### config.mk
export PLATFORM = sky130hd
export DESIGN_NAME = mmio_responder_flat
export DESIGN_NICKNAME = d
export VERILOG_FILES = /design/src/rtl/mmio_responder_if.sv /design/src/rtl/mmio_responder.sv /design/src/flat_wrapper.sv
export SDC_FILE = /design/constraint.sdc
export NUM_CORES = 1
export LEC_CHECK = 0
export ABC_AREA = 1
export BUFFER_PORTS_ARGS = -buffer_cell sky130_fd_sc_hd__buf_2
export CAP_MARGIN = 20
export CORE_ASPECT_RATIO = 1.4
export CORE_MARGIN = 3
export CORE_UTILIZATION = 45
export CTS_CLUSTER_SIZE = 8
export DETAILED_ROUTE_END_ITERATION = 12
export PLACE_DENSITY_LB_ADDON = 0.12
export SLEW_MARGIN = 15
export SYNTH_ARGS = -nofsm -noshare
export SYNTH_HDL_FRONTEND = slang
export SYNTH_SLANG_ARGS = --single-unit
### constraint.sdc
create_clock -name clock -period 2 [get_ports clock]
set_clock_uncertainty 0.05 [all_clocks]
set_input_delay 0.5 -clock clock [delete_from_list [all_inputs] [get_ports clock]]
set_output_delay 0.5 -clock clock [all_outputs]
set_load 0.1 [all_outputs]
### src/rtl/mmio_responder_if.sv
// CPU-side I/O port bundle: one-cycle read/write strobes, byte offset, write data, registered read return.
// Latency: one cycle from a read strobe to rdata/rvalid; there is no backpressure.
interface mmio_responder_if;
    logic        io_read;
    logic        io_write;
    logic [9:0]  io_addr;
    logic [15:0] io_wdata;
    logic [15:0] io_rdata;
    logic        io_rvalid;

    modport master (
        output io_read, io_write, io_addr, io_wdata,
        input  io_rdata, io_rvalid
    );

    modport slave (
        input  io_read, io_write, io_addr, io_wdata,
        output io_rdata, io_rvalid
    );
endinterface

### src/rtl/mmio_responder.sv
// I/O page responder: LED register, synchronised switches, prescaled one-shot/auto-reload timer.
// Latency: reads return 1 cycle after the strobe; writes land at the end of the strobe cycle; there is no backpressure.
module mmio_responder #(
    parameter int PRESCALE       = 16,
    parameter int SW_SYNC_STAGES = 2
) (
    input  logic                   clock,
    input  logic                   resetn,
    mmio_responder_if.slave        io,
    input  logic [23:0]            switch_i,
    output logic [23:0]            led_o,
    output logic                   timer_irq,
    output logic                   bad_addr
);
    localparam int PW = (PRESCALE > 1) ? $clog2(PRESCALE) : 1;
    localparam logic [PW-1:0] PRESC_LAST = PW'(PRESCALE - 1);

    localparam logic [9:0] A_CTRL   = 10'h020;
    localparam logic [9:0] A_RELOAD = 10'h024;
    localparam logic [9:0] A_COUNT  = 10'h026;
    localparam logic [9:0] A_STATUS = 10'h028;
    localparam logic [9:0] A_LED_LO = 10'h060;
    localparam logic [9:0] A_LED_HI = 10'h062;
    localparam logic [9:0] A_SW_LO  = 10'h070;
    localparam logic [9:0] A_SW_HI  = 10'h072;

    typedef enum logic {T_IDLE, T_RUN} tstate_t;

    tstate_t       state_q, state_d;
    logic [15:0]   count_q, count_d;
    logic [PW-1:0] presc_q, presc_d;
    logic          expired_q, expired_d;
    logic [15:0]   reload_q;
    logic          auto_reload_q;
    logic          irq_en_q;
    logic [23:0]   led_q;

    logic [SW_SYNC_STAGES-1:0][23:0] sync_q;
    logic [23:0] sw_sync;

    logic        rd, wr, conflict, mapped, running, tick;
    logic        ctrl_wr, status_rd;
    logic [15:0] rd_mux;

    // A simultaneous read and write is illegal: neither side is performed.
    assign conflict  = io.io_read & io.io_write;
    assign rd        = io.io_read & ~io.io_write;
    assign wr        = io.io_write & ~io.io_read;
    assign running   = (state_q == T_RUN);
    assign tick      = running && (presc_q == PRESC_LAST);
    assign ctrl_wr   = wr && (io.io_addr == A_CTRL);
    assign status_rd = rd && (io.io_addr == A_STATUS);
    assign sw_sync   = sync_q[SW_SYNC_STAGES-1];
    assign led_o     = led_q;
    assign timer_irq = expired_q & irq_en_q;

    always_comb begin
        mapped = 1'b1;
        rd_mux = 16'h0000;
        case (io.io_addr)
            A_LED_LO: rd_mux = led_q[15:0];
            A_LED_HI: rd_mux = {8'h00, led_q[23:16]};
            A_SW_LO:  rd_mux = sw_sync[15:0];
            A_SW_HI:  rd_mux = {8'h00, sw_sync[23:16]};
            A_CTRL:   rd_mux = {13'h0000, irq_en_q, auto_reload_q, running};
            A_RELOAD: rd_mux = reload_q;
            A_COUNT:  rd_mux = count_q;
            A_STATUS: rd_mux = {14'h0000, running, expired_q};
            default:  mapped = 1'b0;
        endcase
    end

    always_ff @(posedge clock or negedge resetn) begin
        if (!resetn) begin
            sync_q <= '0;
        end else begin
            sync_q[0] <= switch_i;
            for (int i = 1; i < SW_SYNC_STAGES; i++) begin
                sync_q[i] <= sync_q[i-1];
            end
        end
    end

    always_ff @(posedge clock or negedge resetn) begin
        if (!resetn) begin
            io.io_rdata   <= 16'h0000;
            io.io_rvalid  <= 1'b0;
            bad_addr      <= 1'b0;
            led_q         <= 24'h000000;
            reload_q      <= 16'h0000;
            auto_reload_q <= 1'b0;
            irq_en_q      <= 1'b0;
        end else begin
            io.io_rvalid <= rd;
            // Unmapped reads fall through the mux as zero, so no special case here.
            if (rd) begin
                io.io_rdata <= rd_mux;
            end
            bad_addr <= conflict | ((rd | wr) & ~mapped);
            if (wr && io.io_addr == A_LED_LO) begin
                led_q[15:0] <= io.io_wdata;
            end
            if (wr && io.io_addr == A_LED_HI) begin
                led_q[23:16] <= io.io_wdata[7:0];
            end
            if (wr && io.io_addr == A_RELOAD) begin
                reload_q <= io.io_wdata;
            end
            if (ctrl_wr) begin
                auto_reload_q <= io.io_wdata[1];
                irq_en_q      <= io.io_wdata[2];
            end
        end
    end

    always_ff @(posedge clock or negedge resetn) begin
        if (!resetn) begin
            state_q   <= T_IDLE;
            count_q   <= 16'h0000;
            presc_q   <= '0;
            expired_q <= 1'b0;
        end else begin
            state_q   <= state_d;
            count_q   <= count_d;
            presc_q   <= presc_d;
            expired_q <= expired_d;
        end
    end

    // A ctrl write overrides any tick in the same cycle; an expiry tick wins over a status-read clear.
    always_comb begin
        state_d   = state_q;
        count_d   = count_q;
        presc_d   = presc_q;
        expired_d = expired_q;
        if (status_rd) begin
            expired_d = 1'b0;
        end
        if (ctrl_wr) begin
            if (io.io_wdata[0]) begin
                state_d = T_RUN;
                count_d = reload_q;
                presc_d = '0;
            end else begin
                state_d = T_IDLE;
            end
        end else begin
            case (state_q)
                T_RUN: begin
                    if (tick) begin
                        presc_d = '0;
                        if (count_q != 16'h0000) begin
                            count_d = count_q - 16'd1;
                        end else begin
                            expired_d = 1'b1;
                            if (auto_reload_q) begin
                                count_d = reload_q;
                            end else begin
                                state_d = T_IDLE;
                            end
                        end
                    end else begin
                        presc_d = presc_q + PW'(1);
                    end
                end
                default: ;
            endcase
        end
    end
endmodule

### src/flat_wrapper.sv
// flat-port wrapper written by rule: the top's interface ports become plain ports
module mmio_responder_flat 
#(
    parameter int PRESCALE       = 16,
    parameter int SW_SYNC_STAGES = 2
)
  (clock, resetn, switch_i, led_o, timer_irq, bad_addr, io_io_read, io_io_write, io_io_addr, io_io_wdata, io_io_rdata, io_io_rvalid);
  mmio_responder_if io_i ();
  input  logic clock;
  input  logic resetn;
  input  logic [23:0] switch_i;
  output logic [23:0] led_o;
  output logic timer_irq;
  output logic bad_addr;
  input wire logic [$bits(io_i.io_read)-1:0] io_io_read;
  input wire logic [$bits(io_i.io_write)-1:0] io_io_write;
  input wire logic [$bits(io_i.io_addr)-1:0] io_io_addr;
  input wire logic [$bits(io_i.io_wdata)-1:0] io_io_wdata;
  output wire logic [$bits(io_i.io_rdata)-1:0] io_io_rdata;
  output wire logic [$bits(io_i.io_rvalid)-1:0] io_io_rvalid;
  assign io_i.io_read = io_io_read;
  assign io_i.io_write = io_io_write;
  assign io_i.io_addr = io_io_addr;
  assign io_i.io_wdata = io_io_wdata;
  assign io_io_rdata = io_i.io_rdata;
  assign io_io_rvalid = io_i.io_rvalid;
  mmio_responder #(.PRESCALE(PRESCALE), .SW_SYNC_STAGES(SW_SYNC_STAGES)) u_core (.clock(clock), .resetn(resetn), .io(io_i), .switch_i(switch_i), .led_o(led_o), .timer_irq(timer_irq), .bad_addr(bad_addr));
endmodule
# ---- Word-level counts from Yosys, hierarchy flattened
# Cells that the tools add are included.
dict set report word_totals {
  register_bits 130
  in_bits 54
  output_inout_bits 43
}
dict set report classes {
  eq_ne 10
  reduce_logical 13
  addsub 2
  n_bitwise 10
  n_mux 23
}
# cell n
set op_table {}
lappend op_table {{16-bit case mux with 8 select lines} 1}
lappend op_table {{16-bit 2-to-1 mux} 6}
lappend op_table {{10-bit by 6-bit equality test with 1-bit output, second input constant} 4}
lappend op_table {{10-bit by 7-bit equality test with 1-bit output, second input constant} 4}
lappend op_table {{4-bit 2-to-1 mux} 4}
lappend op_table {{16-bit nonzero test} 1}
lappend op_table {{16-bit by 1-bit subtractor with 16-bit output, second input constant} 1}
lappend op_table {{1-bit 2-to-1 mux} 12}
lappend op_table {{8-bit OR reduction} 1}
lappend op_table {{1-bit logical AND} 6}
lappend op_table {{1-bit AND} 5}
lappend op_table {{4-bit by 1-bit adder with 4-bit output, second input constant} 1}
lappend op_table {{4-bit equality test, second input constant} 1}
lappend op_table {{4-bit AND reduction} 1}
lappend op_table {{2-bit nonzero test} 2}
lappend op_table {{1-bit NOT} 3}
lappend op_table {{3-bit nonzero test} 1}
lappend op_table {{2-bit inequality test, second input constant} 1}
lappend op_table {{1-bit bitwise OR} 2}
lappend op_table {{2-bit AND reduction} 1}

# ---- Depth between registers and ports, before layout
dict set report depth {
  depth_word 8
  mapped_depth 12
  ltp_nobuf 12
}

# ---- Worst setup path after synthesis
# No wires, ideal clock.
dict set report synth_timing {
  kind {input-to-reg}
  start {input io_io_addr[0]}
  end {register u_core.count_q[14]}
  cell_stages 11
  setup_ns 0.116
  required_time_ns 1.834
  slack_ns 0.251
  t_arrival_ns 1.582
  path_buffers 1
  cell_sequence {nor2_1 nand2_4 nor2_4 nand3_4 nand3_2 nand2_2 nand2_4 inv_2 buf_6 nand2_1 nand2_1}
}
dict set report synth_between {
  elab_chain_len 4
  elab_cells_between_ends 8
  classes_between {eq/ne (2); mux (1); reduce/logical (5)}
}
# element line_no
set synth_lines {}
lappend synth_lines {{from (decl)} flat_wrapper.sv:17} ;# input wire logic [$bits(io_i.io_addr)-1:0] io_io_addr;
lappend synth_lines {{10-bit by 6-bit equality test with 1-bit output (*)} mmio_responder.sv:51} ;# assign ctrl_wr = wr && (io.io_addr == A_CTRL);
lappend synth_lines {{1-bit logical AND (*)} mmio_responder.sv:51}
lappend synth_lines {{2-bit inequality test (no line) (tied with other cells)} --}
lappend synth_lines {{4-bit AND reduction (no line)} --}
lappend synth_lines {{to (signal assigned)} mmio_responder.sv:124} ;# count_q <= count_d;
lappend synth_lines {{to (decl)} mmio_responder.sv:30} ;# logic [15:0] count_q, count_d;
# Mark *: on every way between the ends. The rest lies on a longest branch, timed or not.
# A chain may end at the register's enable or synchronous reset.

# ---- Worst setup path in the final report
dict set report layout_timing {
  start {register u_core.irq_en_q}
  end {output timer_irq}
}
dict set report layout_between {
  elab_chain_len 1
}
# element line_no
set layout_lines {}
lappend layout_lines {{from (decl)} mmio_responder.sv:35} ;# logic irq_en_q;
lappend layout_lines {{from (signal assigned)} mmio_responder.sv:111} ;# irq_en_q <= io.io_wdata[2];
lappend layout_lines {{1-bit AND} mmio_responder.sv:55} ;# assign timer_irq = expired_q & irq_en_q;
lappend layout_lines {{to (decl)} flat_wrapper.sv:13} ;# output logic timer_irq;
# No other way between the ends.

==> results.cfg <==
[timing]
finalSetupViolCount = 0
max-slew-margin-rel_pct = 57.1
clock.fmax_mhz = 530
rsz0062_at_grt = no
hold_viol_final = 2
post-route-min-period_ns = 1.89
slew_viol_final = 0
post-route-period-util_pct = 94.3
holdWs_ns = -0.000593
worstMarginPinSlew_ns = 0.643
setup_slack_ns = 0.115
fin_tns_setup_ns = 0

[clock_tree]
hold_buffers = 0
cts_tree = built
cts_root_buffer = clkbuf_16
cts_buffer_depth = 2
cts-buffers-inserted = 17
clk_latency_ns = 0.41
clk_pin_slew_ns = 0.06
clock-sinks = 130
htree_num_levels = 4

[worst_setup_path]
critPathMaxStageDelay_ns = 0.41
cp-end-kind = output port
crit_family = buffers and inverters
slowest_stage = buf_2
cp-start-kind = flop
required_ns = 1.45
cp_max_fo = 3
crit_chain = nand2_1 > inv_1 > buf_2
worst-endpoint-arrival_ns = 1.34
worstSetupPathType = reg2out
reg2reg_slack_ns = 0.19
timing.rr.start = u_core.count_q[0]
rr_endpoint = u_core.count_q[11]
cp.buffers_inverters = 2
ff2ff_path_depth = 11

[logic_synthesis]
syn_nets = 786
synth-seq-cells = 130
yosys.area.top_type = dfrtp_1
synth.area.top_cells = dfrtp_1 54%, nand2_1 17%, nand3_1 4.3%
yosysWarnings = 0
synth_top_area_share_pct = 54.3
avgSynthCellArea_sq_um = 8.25
syn_area_sq_mm = 0.00599
ys_seq_area_share_pct = 54.3
yosysUniqueCellTypes = 32
synthCells = 726

[status]
violations = negative hold slack
status = finished, violations left

[min_path]
hold_class = in2async

[placement]
place_inst = 1014
place_ws_ns = 0.00251
dp_hpwl_microns = 11600
place_congestion = 0.926
io_buffers = 96

[die]
die_area_sq_mm = 0.0148
core_region_area_sq_mm = 0.0129
die_h_microns = 143
io_pins = 97
rows = 49
dieWidth_microns = 104
initial_core_util_pct = 46.3

[global_routing]
grt_pass1_vias = 5152
grt_pass1_wl_microns = 25300
grt_start_max_net_pins = 43
grt_usage_pct = 21.4
grt_overflow_total = 0
antenna_found_initial = 0

[final_layout]
instances_no_fill = 1047
layout_commonest_cell = nand2_1
diodes = 0
drive_above_1_share_pct = 22.1
fillers = 1162
multi_input_area_sq_mm = 0.00238
final_cell_mix = 274 x nand2_1, 130 x dfrtp_1, 95 x buf_2, 64 x inv_1, 52 x nand3_1
regArea_sq_mm = 0.00325
nNetsFinal = 916
area_growth_pct = 25.8

[route]
wl_met3_microns = 729
wl_met2_microns = 7730
ant_nets = 0
wl_met1_microns = 6720
vias_per_cell = 4.97
wl_microns = 15600
drt-initial-drc-count = 324
top_layer = met4
drt_pass1_iterations = 5
wl_per_cell_microns = 14.9
drcViolationCount = 0
dr_total_vias = 5201

[run]
drv_cap = 0

[power_and_ir_drop]
cellLeakagePower_nw = 4.17
power_w = 0.00620
ir_drop_v = 0.000726
power.density_mw_per_mm2 = 822
state kept, by name (all words and copies together), names as in the netlist:
name                  cells
u_core.led_o             24
u_core.sw_sync           24
u_core.sync_q            24
u_core.count_q           16
u_core.io.io_rdata       16
u_core.reload_q          16
u_core.presc_q            4
u_core.auto_reload_q      1
u_core.bad_addr           1
u_core.expired_q          1
u_core.io.io_rvalid       1
u_core.irq_en_q           1
u_core.running            1
logic make-up after synthesis:
family,Yosys count,share of synthesized area [%]
AO/OA/AOI/OAI,82,7.02
XOR/XNOR,6,0.877
adder cells (fa/ha/maj),6,1.25
buffers and inverters,85,6.16
flip-flops,130,54.3
AND/OR/NAND/NOR,417,30.4
per-stage QoR:
step	util [%]	instance area (sq um)	hold slack [ns]
global placement	53.5	6920	0.281
floorplan	-	5990	0.154
detailed placement	53.5	6920	0.285
global route	58.3	7540	0.0297
CTS	58.1	7520	0.0130
finish	58.3	7540	-0.000593
cell usage after synthesis, drive strengths merged:
master and instances:
nor2 59, ha 6, clkbuf 4, xnor2 2
nor2b 1, and2 2, xor2 4, inv 67
o31ai 1, o21bai 1, buf 14, nand2 284
a22oi 1, dfrtp 130, nand4 11, a21oi 8
o21ai 70, nand3 56, o21a 1, nor3 4
metal layers:
metal	track usage (%)	up-vias
li1	-	2553
met1	27.2	2476
met2	36.8	142
met3	3.63	30
met4	8.05	0
met5	0	-
layout make-up:
| class | count | area share (%) |
|---|---|---|
| Sequential cell | 130 | 43.2 |
| Multi-Input combinational cell | 511 | 31.6 |
| Timing Repair Buffer | 129 | 11.0 |
| Clock buffer | 18 | 5.69 |
| Inverter | 67 | 3.37 |
| Tap cell | 178 | 2.95 |
| Clock inverter | 14 | 2.21 |
repair_timing:
item	CTS	global route
setup buffers	0	1
gates resized for setup	0	4
setup endpoints to repair	0	16
where the power goes:
group | leakage [nW] | total, W | switching, W | internal, W
clock network | 0.283 | 0.00313 | 0.00126 | 0.00188
registers | 1.68 | 0.00273 | 0.0000291 | 0.00270
logic | 2.21 | 0.000330 | 0.000232 | 0.0000977
total | 4.17 | 0.00620 | 0.00152 | 0.00468
worst max path at each step:
stage | startpoint | end | cells past startpoint
2_1_floorplan | io_io_addr[0] | u_core.count_q[14] | 11
3_3_place_gp | io_io_addr[7] | u_core.io.io_rdata[3] | 11
3_5_place_dp | io_io_addr[0] | u_core.presc_q[3] | 10
4_1_cts | u_core.count_q[0] | u_core.count_q[15] | 11
5_1_grt | u_core.count_q[0] | u_core.count_q[0] | 12
6_report | u_core.irq_en_q | timer_irq | 3
No activity file was read; power rests on OpenSTA's default activity.
